==> config.mk <==
export PLATFORM = sky130hd
export DESIGN_NAME = mips_multicycle_control
export DESIGN_NICKNAME = d
export VERILOG_FILES = /design/src/rtl/mips_ctrl_pkg.sv /design/src/rtl/sat_counter.sv /design/src/rtl/mips_multicycle_control.sv
export SDC_FILE = /design/constraint.sdc
export NUM_CORES = 1
export LEC_CHECK = 0
export BUFFER_PORTS_ARGS = -buffer_cell sky130_fd_sc_hd__buf_4
export CAP_MARGIN = 20
export CORE_UTILIZATION = 55
export DETAILED_ROUTE_END_ITERATION = 7
export PLACE_DENSITY = 0.85
export SLEW_MARGIN = 20
export SYNTH_ARGS = -nofsm -noshare
export SYNTH_HDL_FRONTEND = slang
export SYNTH_SLANG_ARGS = --single-unit
==> constraint.sdc <==
create_clock -name clk -period 4.25 [get_ports clk]
set_input_delay 0.6375 -clock clk [delete_from_list [all_inputs] [get_ports clk]]
set_output_delay 0.6375 -clock clk [all_outputs]
set_load 0.05 [all_outputs]
==> src/rtl/mips_ctrl_pkg.sv <==
// Shared definitions for the multi-cycle MIPS control unit: instruction field
// codes, ALU control codes, the controller state encoding and the datapath
// mux-select encodings. Imported by mips_multicycle_control.
package mips_ctrl_pkg;

    // Opcodes
    localparam logic [5:0] OP_RTYPE = 6'h00;
    localparam logic [5:0] OP_J     = 6'h02;
    localparam logic [5:0] OP_JAL   = 6'h03;
    localparam logic [5:0] OP_BEQ   = 6'h04;
    localparam logic [5:0] OP_BNE   = 6'h05;
    localparam logic [5:0] OP_ADDI  = 6'h08;
    localparam logic [5:0] OP_ANDI  = 6'h0C;
    localparam logic [5:0] OP_ORI   = 6'h0D;
    localparam logic [5:0] OP_LUI   = 6'h0F;
    localparam logic [5:0] OP_LW    = 6'h23;
    localparam logic [5:0] OP_SW    = 6'h2B;

    // Funct codes
    localparam logic [5:0] FUNCT_JR = 6'h08;

    // ALU control codes (zero-extended to the alu_op port width)
    localparam logic [3:0] ALU_NONE   = 4'b0000;
    localparam logic [3:0] ALU_ADD    = 4'b0001;
    localparam logic [3:0] ALU_SW     = 4'b0010;
    localparam logic [3:0] ALU_BRANCH = 4'b0011;
    localparam logic [3:0] ALU_ADDI   = 4'b0100;
    localparam logic [3:0] ALU_ORI    = 4'b0101;
    localparam logic [3:0] ALU_LUI    = 4'b0110;
    localparam logic [3:0] ALU_ANDI   = 4'b1101;
    localparam logic [3:0] ALU_RTYPE  = 4'b1111;

    // Controller states
    typedef enum logic [3:0] {
        S_FETCH    = 4'd0,
        S_DECODE   = 4'd1,
        S_EXEC_R   = 4'd2,
        S_EXEC_I   = 4'd3,
        S_MEM_ADDR = 4'd4,
        S_MEM_RD   = 4'd5,
        S_MEM_WB   = 4'd6,
        S_MEM_WR   = 4'd7,
        S_WB_ALU   = 4'd8,
        S_BRANCH   = 4'd9,
        S_JUMP     = 4'd10,
        S_JR       = 4'd11
    } state_t;

    // pc_source selects
    localparam logic [1:0] PCSRC_ALU    = 2'd0;
    localparam logic [1:0] PCSRC_ALUOUT = 2'd1;
    localparam logic [1:0] PCSRC_JUMP   = 2'd2;
    localparam logic [1:0] PCSRC_RS     = 2'd3;

    // reg_dst selects
    localparam logic [1:0] REGDST_RT = 2'd0;
    localparam logic [1:0] REGDST_RD = 2'd1;
    localparam logic [1:0] REGDST_RA = 2'd2;

    // mem_to_reg selects
    localparam logic [1:0] M2R_ALUOUT = 2'd0;
    localparam logic [1:0] M2R_MDR    = 2'd1;
    localparam logic [1:0] M2R_PC     = 2'd2;

    // alu_src_a / alu_src_b selects
    localparam logic       ALUA_PC      = 1'b0;
    localparam logic       ALUA_RS      = 1'b1;
    localparam logic [1:0] ALUB_RT      = 2'd0;
    localparam logic [1:0] ALUB_FOUR    = 2'd1;
    localparam logic [1:0] ALUB_IMM     = 2'd2;
    localparam logic [1:0] ALUB_IMM_SH2 = 2'd3;

    // ALU code for the immediate-ALU instructions executed in EXEC_I
    function automatic logic [3:0] imm_alu_code(input logic [5:0] op);
        case (op)
            OP_ADDI: return ALU_ADDI;
            OP_ORI:  return ALU_ORI;
            OP_ANDI: return ALU_ANDI;
            OP_LUI:  return ALU_LUI;
            default: return ALU_ADD;
        endcase
    endfunction

endpackage

==> src/rtl/sat_counter.sv <==
// Saturating up-counter with synchronous clear.
//   clk   : clock, rising edge
//   clear : synchronous clear to zero (has priority over inc)
//   inc   : add one, unless already all-ones
//   count : current value
module sat_counter #(
    parameter int W = 32
) (
    input  logic         clk,
    input  logic         clear,
    input  logic         inc,
    output logic [W-1:0] count
);

    logic [W-1:0] r_count;

    always_ff @(posedge clk) begin
        if (clear) begin
            r_count <= '0;
        end else if (inc && (r_count != {W{1'b1}})) begin
            r_count <= r_count + W'(1);
        end
    end

    assign count = r_count;

endmodule

==> src/rtl/mips_multicycle_control.sv <==
// Multi-cycle MIPS control FSM. Sequences each instruction through
// FETCH/DECODE/EXECUTE/MEMORY/WRITEBACK and drives the datapath strobes.
// Memory states wait on mem_ready; ir_write, pc_write, retire and the state
// advance in those states are qualified by mem_ready.
//   clk, reset           : clock and synchronous active-high reset
//   op, funct            : fields of the instruction register
//   mem_ready            : shared memory completes the access this cycle
//   pc_write*, pc_source : PC update control
//   i_or_d, mem_read/write, ir_write : memory interface control
//   reg_dst, mem_to_reg, reg_write   : register file write control
//   alu_src_a/b, alu_op  : ALU operand and operation control
//   illegal              : pulse on an unsupported instruction in DECODE
//   retire, instr_count  : completion pulse and saturating retire counter
//   state_dbg            : current state encoding
module mips_multicycle_control
    import mips_ctrl_pkg::*;
#(
    parameter int ALUOP_W = 4,  // must be >= 4
    parameter int CNT_W   = 32
) (
    input  logic               clk,
    input  logic               reset,
    input  logic [5:0]         op,
    input  logic [5:0]         funct,
    input  logic               mem_ready,
    output logic               pc_write,
    output logic               pc_write_eq,
    output logic               pc_write_ne,
    output logic [1:0]         pc_source,
    output logic               i_or_d,
    output logic               mem_read,
    output logic               mem_write,
    output logic               ir_write,
    output logic [1:0]         reg_dst,
    output logic [1:0]         mem_to_reg,
    output logic               reg_write,
    output logic               alu_src_a,
    output logic [1:0]         alu_src_b,
    output logic [ALUOP_W-1:0] alu_op,
    output logic               illegal,
    output logic               retire,
    output logic [CNT_W-1:0]   instr_count,
    output logic [3:0]         state_dbg
);

    state_t     r_state;
    state_t     w_state_next;
    logic [1:0] r_reg_dst;       // write-back destination chosen at dispatch
    logic [1:0] w_reg_dst_next;
    logic [3:0] w_alu_code;

    always_ff @(posedge clk) begin
        if (reset) begin
            r_state   <= S_FETCH;
            r_reg_dst <= REGDST_RT;
        end else begin
            r_state   <= w_state_next;
            r_reg_dst <= w_reg_dst_next;
        end
    end

    always_comb begin
        w_state_next   = r_state;
        w_reg_dst_next = r_reg_dst;
        w_alu_code     = ALU_NONE;
        pc_write       = 1'b0;
        pc_write_eq    = 1'b0;
        pc_write_ne    = 1'b0;
        pc_source      = PCSRC_ALU;
        i_or_d         = 1'b0;
        mem_read       = 1'b0;
        mem_write      = 1'b0;
        ir_write       = 1'b0;
        reg_dst        = REGDST_RT;
        mem_to_reg     = M2R_ALUOUT;
        reg_write      = 1'b0;
        alu_src_a      = ALUA_PC;
        alu_src_b      = ALUB_RT;
        illegal        = 1'b0;
        retire         = 1'b0;

        // Outputs stay quiet while reset is held, whatever state we are in.
        if (!reset) begin
            case (r_state)
                S_FETCH: begin
                    mem_read   = 1'b1;
                    alu_src_b  = ALUB_FOUR;
                    w_alu_code = ALU_ADD;
                    if (mem_ready) begin
                        ir_write     = 1'b1;
                        pc_write     = 1'b1;
                        w_state_next = S_DECODE;
                    end
                end
                S_DECODE: begin
                    // Speculatively compute the branch target into ALUOut.
                    alu_src_b  = ALUB_IMM_SH2;
                    w_alu_code = ALU_ADD;
                    case (op)
                        OP_RTYPE: begin
                            if (funct == FUNCT_JR) begin
                                w_state_next = S_JR;
                            end else begin
                                w_state_next   = S_EXEC_R;
                                w_reg_dst_next = REGDST_RD;
                            end
                        end
                        OP_ADDI, OP_ANDI, OP_ORI, OP_LUI: begin
                            w_state_next   = S_EXEC_I;
                            w_reg_dst_next = REGDST_RT;
                        end
                        OP_LW, OP_SW:   w_state_next = S_MEM_ADDR;
                        OP_BEQ, OP_BNE: w_state_next = S_BRANCH;
                        OP_J, OP_JAL:   w_state_next = S_JUMP;
                        default: begin
                            illegal      = 1'b1;
                            w_state_next = S_FETCH;
                        end
                    endcase
                end
                S_EXEC_R: begin
                    alu_src_a    = ALUA_RS;
                    alu_src_b    = ALUB_RT;
                    w_alu_code   = ALU_RTYPE;
                    w_state_next = S_WB_ALU;
                end
                S_EXEC_I: begin
                    alu_src_a    = ALUA_RS;
                    alu_src_b    = ALUB_IMM;
                    w_alu_code   = imm_alu_code(op);
                    w_state_next = S_WB_ALU;
                end
                S_WB_ALU: begin
                    reg_write    = 1'b1;
                    reg_dst      = r_reg_dst;
                    mem_to_reg   = M2R_ALUOUT;
                    retire       = 1'b1;
                    w_state_next = S_FETCH;
                end
                S_MEM_ADDR: begin
                    alu_src_a    = ALUA_RS;
                    alu_src_b    = ALUB_IMM;
                    w_alu_code   = ALU_ADD;
                    w_state_next = (op == OP_SW) ? S_MEM_WR : S_MEM_RD;
                end
                S_MEM_RD: begin
                    i_or_d   = 1'b1;
                    mem_read = 1'b1;
                    if (mem_ready) begin
                        w_state_next = S_MEM_WB;
                    end
                end
                S_MEM_WB: begin
                    reg_write    = 1'b1;
                    reg_dst      = REGDST_RT;
                    mem_to_reg   = M2R_MDR;
                    retire       = 1'b1;
                    w_state_next = S_FETCH;
                end
                S_MEM_WR: begin
                    i_or_d    = 1'b1;
                    mem_write = 1'b1;
                    if (mem_ready) begin
                        retire       = 1'b1;
                        w_state_next = S_FETCH;
                    end
                end
                S_BRANCH: begin
                    alu_src_a    = ALUA_RS;
                    alu_src_b    = ALUB_RT;
                    w_alu_code   = ALU_BRANCH;
                    pc_source    = PCSRC_ALUOUT;
                    pc_write_eq  = (op == OP_BEQ);
                    pc_write_ne  = (op == OP_BNE);
                    retire       = 1'b1;
                    w_state_next = S_FETCH;
                end
                S_JUMP: begin
                    pc_write  = 1'b1;
                    pc_source = PCSRC_JUMP;
                    if (op == OP_JAL) begin
                        reg_write  = 1'b1;
                        reg_dst    = REGDST_RA;
                        mem_to_reg = M2R_PC;
                    end
                    retire       = 1'b1;
                    w_state_next = S_FETCH;
                end
                S_JR: begin
                    pc_write     = 1'b1;
                    pc_source    = PCSRC_RS;
                    retire       = 1'b1;
                    w_state_next = S_FETCH;
                end
                default: begin
                    w_state_next = S_FETCH;
                end
            endcase
        end
    end

    assign alu_op    = ALUOP_W'(w_alu_code);
    assign state_dbg = r_state;

    sat_counter #(
        .W(CNT_W)
    ) u_instr_count (
        .clk  (clk),
        .clear(reset),
        .inc  (retire),
        .count(instr_count)
    );

endmodule

==> impl_metrics.prom <==
# TYPE chip_impl_metric gauge
chip_impl_info{name="run_status",value="completed"} 1
chip_impl_metric{name="synth.avg_cell_area",unit="um2"} 7.57
chip_impl_metric{name="dp_hpwl",unit="um"} 4570
chip_impl_metric{name="pint",unit="mW"} 0.563
chip_impl_info{name="unrepaired_setup_endpoints_after_global_routing",value="false"} 1
chip_impl_metric{name="syn_nets",unit=""} 339
chip_impl_metric{name="post_route_cells_drive_above_1_share",unit=""} 0.244
chip_impl_metric{name="grt_pass1_wl",unit="um"} 10400
chip_impl_metric{name="clock.fmax",unit="MHz"} 363
chip_impl_metric{name="power-per-cell-area",unit="mW/mm2"} 242
chip_impl_metric{name="worst_reg2reg_path_length_in_cells",unit=""} 5
chip_impl_metric{name="post_cts_buffers",unit=""} 0
chip_impl_metric{name="largest_net_degree_at_the_start_of_global_routing",unit=""} 49
chip_impl_info{name="cts_tree",value="done"} 1
chip_impl_metric{name="sequentialPowerShare",unit=""} 0.474
chip_impl_metric{name="clock_sink_count",unit=""} 37
chip_impl_metric{name="clock_power_share",unit=""} 0.430
chip_impl_metric{name="io_pins",unit=""} 74
chip_impl_metric{name="ctsHtreeMaxLevel",unit=""} 2
chip_impl_metric{name="relSlewSlack",unit=""} 0.265
chip_impl_metric{name="die-area",unit="mm2"} 0.00472
chip_impl_info{name="post-synth-top-area-cell",value="sky130_fd_sc_hd__dfxtp_1"} 1
chip_impl_metric{name="core_area",unit="mm2"} 0.00414
chip_impl_info{name="critical_path_class",value="reg2out"} 1
chip_impl_metric{name="initial_core_utilization",unit=""} 0.590
chip_impl_metric{name="worst-endpoint-arrival",unit="ns"} 2.11
chip_impl_metric{name="buffer_ports.inserted",unit=""} 73
chip_impl_metric{name="globalRouteOverflowTotal",unit=""} 0
chip_impl_info{name="hp-class",value="reg2reg"} 1
chip_impl_metric{name="routed-via-count",unit=""} 2729
chip_impl_metric{name="fin_util",unit=""} 0.738
chip_impl_metric{name="critPathMaxFanout",unit=""} 19
chip_impl_metric{name="timing.hold.worst_path_depth",unit=""} 2
chip_impl_metric{name="clock_path_buffers",unit=""} 2
chip_impl_metric{name="fin_crit_sh",unit=""} 0.647
chip_impl_metric{name="static-leakage-power",unit="nW"} 1.16
chip_impl_info{name="worst_setup_path_end_kind",value="output pin"} 1
chip_impl_metric{name="numCtsBuffers",unit=""} 5
chip_impl_metric{name="max_cap_viol_count",unit=""} 0
chip_impl_metric{name="chipHeight",unit="um"} 68.7
chip_impl_metric{name="netlist-cell-type-count",unit=""} 59
chip_impl_info{name="layout_commonest_cell",value="sky130_fd_sc_hd__buf_4"} 1
chip_impl_metric{name="syn-cell-area",unit="mm2"} 0.00244
chip_impl_metric{name="drt-total-wl",unit="um"} 6580
chip_impl_metric{name="critical_path_required",unit="ns"} 3.61
chip_impl_metric{name="yosysSeqAreaShare",unit=""} 0.303
chip_impl_metric{name="area_share_of_the_largest_cell_type_after_synthesis",unit=""} 0.303
chip_impl_metric{name="period_needed",unit="ns"} 2.75
chip_impl_metric{name="drv_slew",unit=""} 0
chip_impl_metric{name="finalHoldViolCount",unit=""} 0
chip_impl_info{name="cts_root_buf",value="sky130_fd_sc_hd__clkbuf_8"} 1
chip_impl_metric{name="clock_skew",unit="ns"} 0.00904
chip_impl_info{name="dr.max_layer_used",value="met4"} 1
chip_impl_metric{name="finalSetupTns",unit="ns"} 0
chip_impl_metric{name="first_global_vias",unit=""} 2242
chip_impl_metric{name="width_of_the_die",unit="um"} 68.7
chip_impl_metric{name="insertedDiodeCount",unit=""} 0
chip_impl_info{name="synth_top_cells_by_area",value="sky130_fd_sc_hd__dfxtp_1, sky130_fd_sc_hd__a21oi_1, sky130_fd_sc_hd__nand2_1"} 1
chip_impl_metric{name="detailedRoute.firstIterationViolations",unit=""} 215
chip_impl_metric{name="tightest_slew",unit="ns"} 1.10
chip_impl_metric{name="yosysWarningCount",unit=""} 0
chip_impl_info{name="synthFlopType",value="sky130_fd_sc_hd__dfxtp_1"} 1
chip_impl_metric{name="net-switching-power",unit="mW"} 0.176
chip_impl_info{name="most-common-layout-cells",value="sky130_fd_sc_hd__buf_4, sky130_fd_sc_hd__dfxtp_1, sky130_fd_sc_hd__a21oi_1"} 1
chip_impl_metric{name="routed_length_on_met2",unit="um"} 3090
chip_impl_metric{name="flow.area_growth_from_synthesis",unit="%"} 25.0
chip_impl_metric{name="peakVddDrop",unit="mV"} 0.131
chip_impl_info{name="startpoint_type",value="register"} 1
chip_impl_metric{name="netlist_instances",unit=""} 323
chip_impl_metric{name="hold_buffers",unit=""} 0
chip_impl_metric{name="met3WireLength",unit="um"} 423
chip_impl_metric{name="clkSlewWorstSetupHoldPaths",unit="ns"} 0.08
chip_impl_metric{name="vias_per_cell",unit=""} 6.33
chip_impl_metric{name="antenna_violations_before_repair",unit=""} 0
chip_impl_metric{name="grt_use_total",unit=""} 0.288
chip_impl_metric{name="synth-async-reset-ratio",unit=""} 0
chip_impl_metric{name="avgRoutedWirePerCell",unit="um"} 15.3
chip_impl_metric{name="gp_congestion",unit=""} 0.872
chip_impl_metric{name="remaining_drc_errors",unit=""} 0
chip_impl_metric{name="detail_route.wirelength.met1",unit="um"} 2950
chip_impl_metric{name="nNetsFinal",unit=""} 396
chip_impl_metric{name="antenna_violating_nets_post_route",unit=""} 0
chip_impl_metric{name="synth_edf_count",unit=""} 0
chip_impl_metric{name="combinationalPowerShare",unit=""} 0.096
chip_impl_metric{name="clk-insertion-delay-late",unit="ns"} 0.29
chip_impl_metric{name="switch_share",unit=""} 0.238
chip_impl_metric{name="synth-seq-cells",unit=""} 37
chip_impl_metric{name="standard_cell_rows",unit=""} 23
chip_impl_metric{name="setup_viol",unit=""} 0
chip_impl_metric{name="drt_first_pass_iters",unit=""} 4
chip_impl_metric{name="cts_repair_resize_count",unit=""} 0
[worst max-delay path, stage by stage, from the launching register on]
cell and delay, ns:
sky130_fd_sc_hd__dfxtp_1 0.70, sky130_fd_sc_hd__nor2b_1 0.55, sky130_fd_sc_hd__a21oi_1 0.14, sky130_fd_sc_hd__nor3_1 0.19
sky130_fd_sc_hd__buf_4 0.25
[logic make-up (layout without fill, tap and decap cells)]
kind of cell	Yosys count	in the layout	share of synthesized area
XOR/XNOR	3	3	0.0107
multiplexers	6	6	0.0266
AND/OR/NAND/NOR	158	158	0.371
buffers and inverters	30	88	0.0578
flip-flops	37	37	0.303
AO/OA/AOI/OAI	88	88	0.226
adder cells (fa/ha/maj)	1	1	0.00512
[cell usage after synthesis (6+ instances only)]
| cell type | number |
|---|---|
| sky130_fd_sc_hd__a21oi_1 | 35 |
| sky130_fd_sc_hd__nand2_1 | 26 |
| sky130_fd_sc_hd__nor2b_1 | 6 |
| sky130_fd_sc_hd__nor2_1 | 26 |
| sky130_fd_sc_hd__and4_1 | 7 |
| sky130_fd_sc_hd__nand4_1 | 11 |
| sky130_fd_sc_hd__or4_1 | 10 |
| sky130_fd_sc_hd__nor3_1 | 10 |
| sky130_fd_sc_hd__nor4_1 | 9 |
| sky130_fd_sc_hd__clkbuf_1 | 12 |
| sky130_fd_sc_hd__inv_1 | 6 |
| sky130_fd_sc_hd__dfxtp_1 | 37 |
| sky130_fd_sc_hd__nand3_1 | 13 |
| sky130_fd_sc_hd__or3_1 | 14 |
| sky130_fd_sc_hd__nand2b_1 | 6 |
| sky130_fd_sc_hd__o31ai_1 | 11 |
| sky130_fd_sc_hd__and3_1 | 6 |
| sky130_fd_sc_hd__o21ai_0 | 17 |
[worst paths after layout]
| check | start | endpoint | slack, ns |
|---|---|---|---|
| setup / recovery | state_dbg[0] | alu_op[1] | 1.50 |
| hold reg to reg | r_reg_dst[0] | r_reg_dst[0] | 0.51 |
| setup reg to reg | u_instr_count.count[3] | u_instr_count.count[6] | 1.69 |
| hold / removal | r_reg_dst[0] | r_reg_dst[0] | 0.51 |
[layout make-up]
type	count	area (um2)
Clock inverter	1	30.0
Fill cell	343	1090
Timing Repair Buffer	73	548
Tap cell	50	62.6
Multi-Input combinational cell	256	1560
Sequential cell	37	741
Inverter	7	26.3
Clock buffer	7	86.3
[registers in the layout, summed over array words and instances (netlist names)]
name,flops
state_dbg,4
r_reg_dst,1
u_instr_count.count,32
[routing by layer]
| layer | track usage | up-vias |
|---|---|---|
| li1 | - | 1334 |
| met3 | 0.0543 | 12 |
| met4 | 0.122 | 0 |
| met1 | 0.370 | 1281 |
| met2 | 0.468 | 102 |
| met5 | 0 | - |
[power groups by stage]
stage          combinational [mW]  sequential [mW]  clock [mW]
2_1_floorplan              0.0452            0.358           0
4_1_cts                    0.0704            0.350       0.323
6_report                   0.0708            0.350       0.317
3_5_place_dp               0.0701            0.358           0
5_1_grt                    0.0761            0.351       0.336
3_3_place_gp               0.0690            0.358           0
[through the flow]
| stage | std cells | power, mW | cell area (um2) | hold WS, ns | setup WS, ns |
|---|---|---|---|---|---|
| final | 431 | 0.738 | 3060 | 0.512 | 1.50 |
| after global routing | 431 | 0.763 | 3060 | 0.522 | 1.33 |
| after CTS | 431 | 0.743 | 3060 | 0.514 | 1.53 |
| after detailed placement | 423 | 0.428 | 2940 | 0.502 | 1.58 |
| after global placement | 423 | 0.427 | 2940 | 0.486 | 1.62 |
| after floorplan | 323 | 0.403 | 2440 | 0.457 | 1.05 |
(Power assumes the default switching activity.)
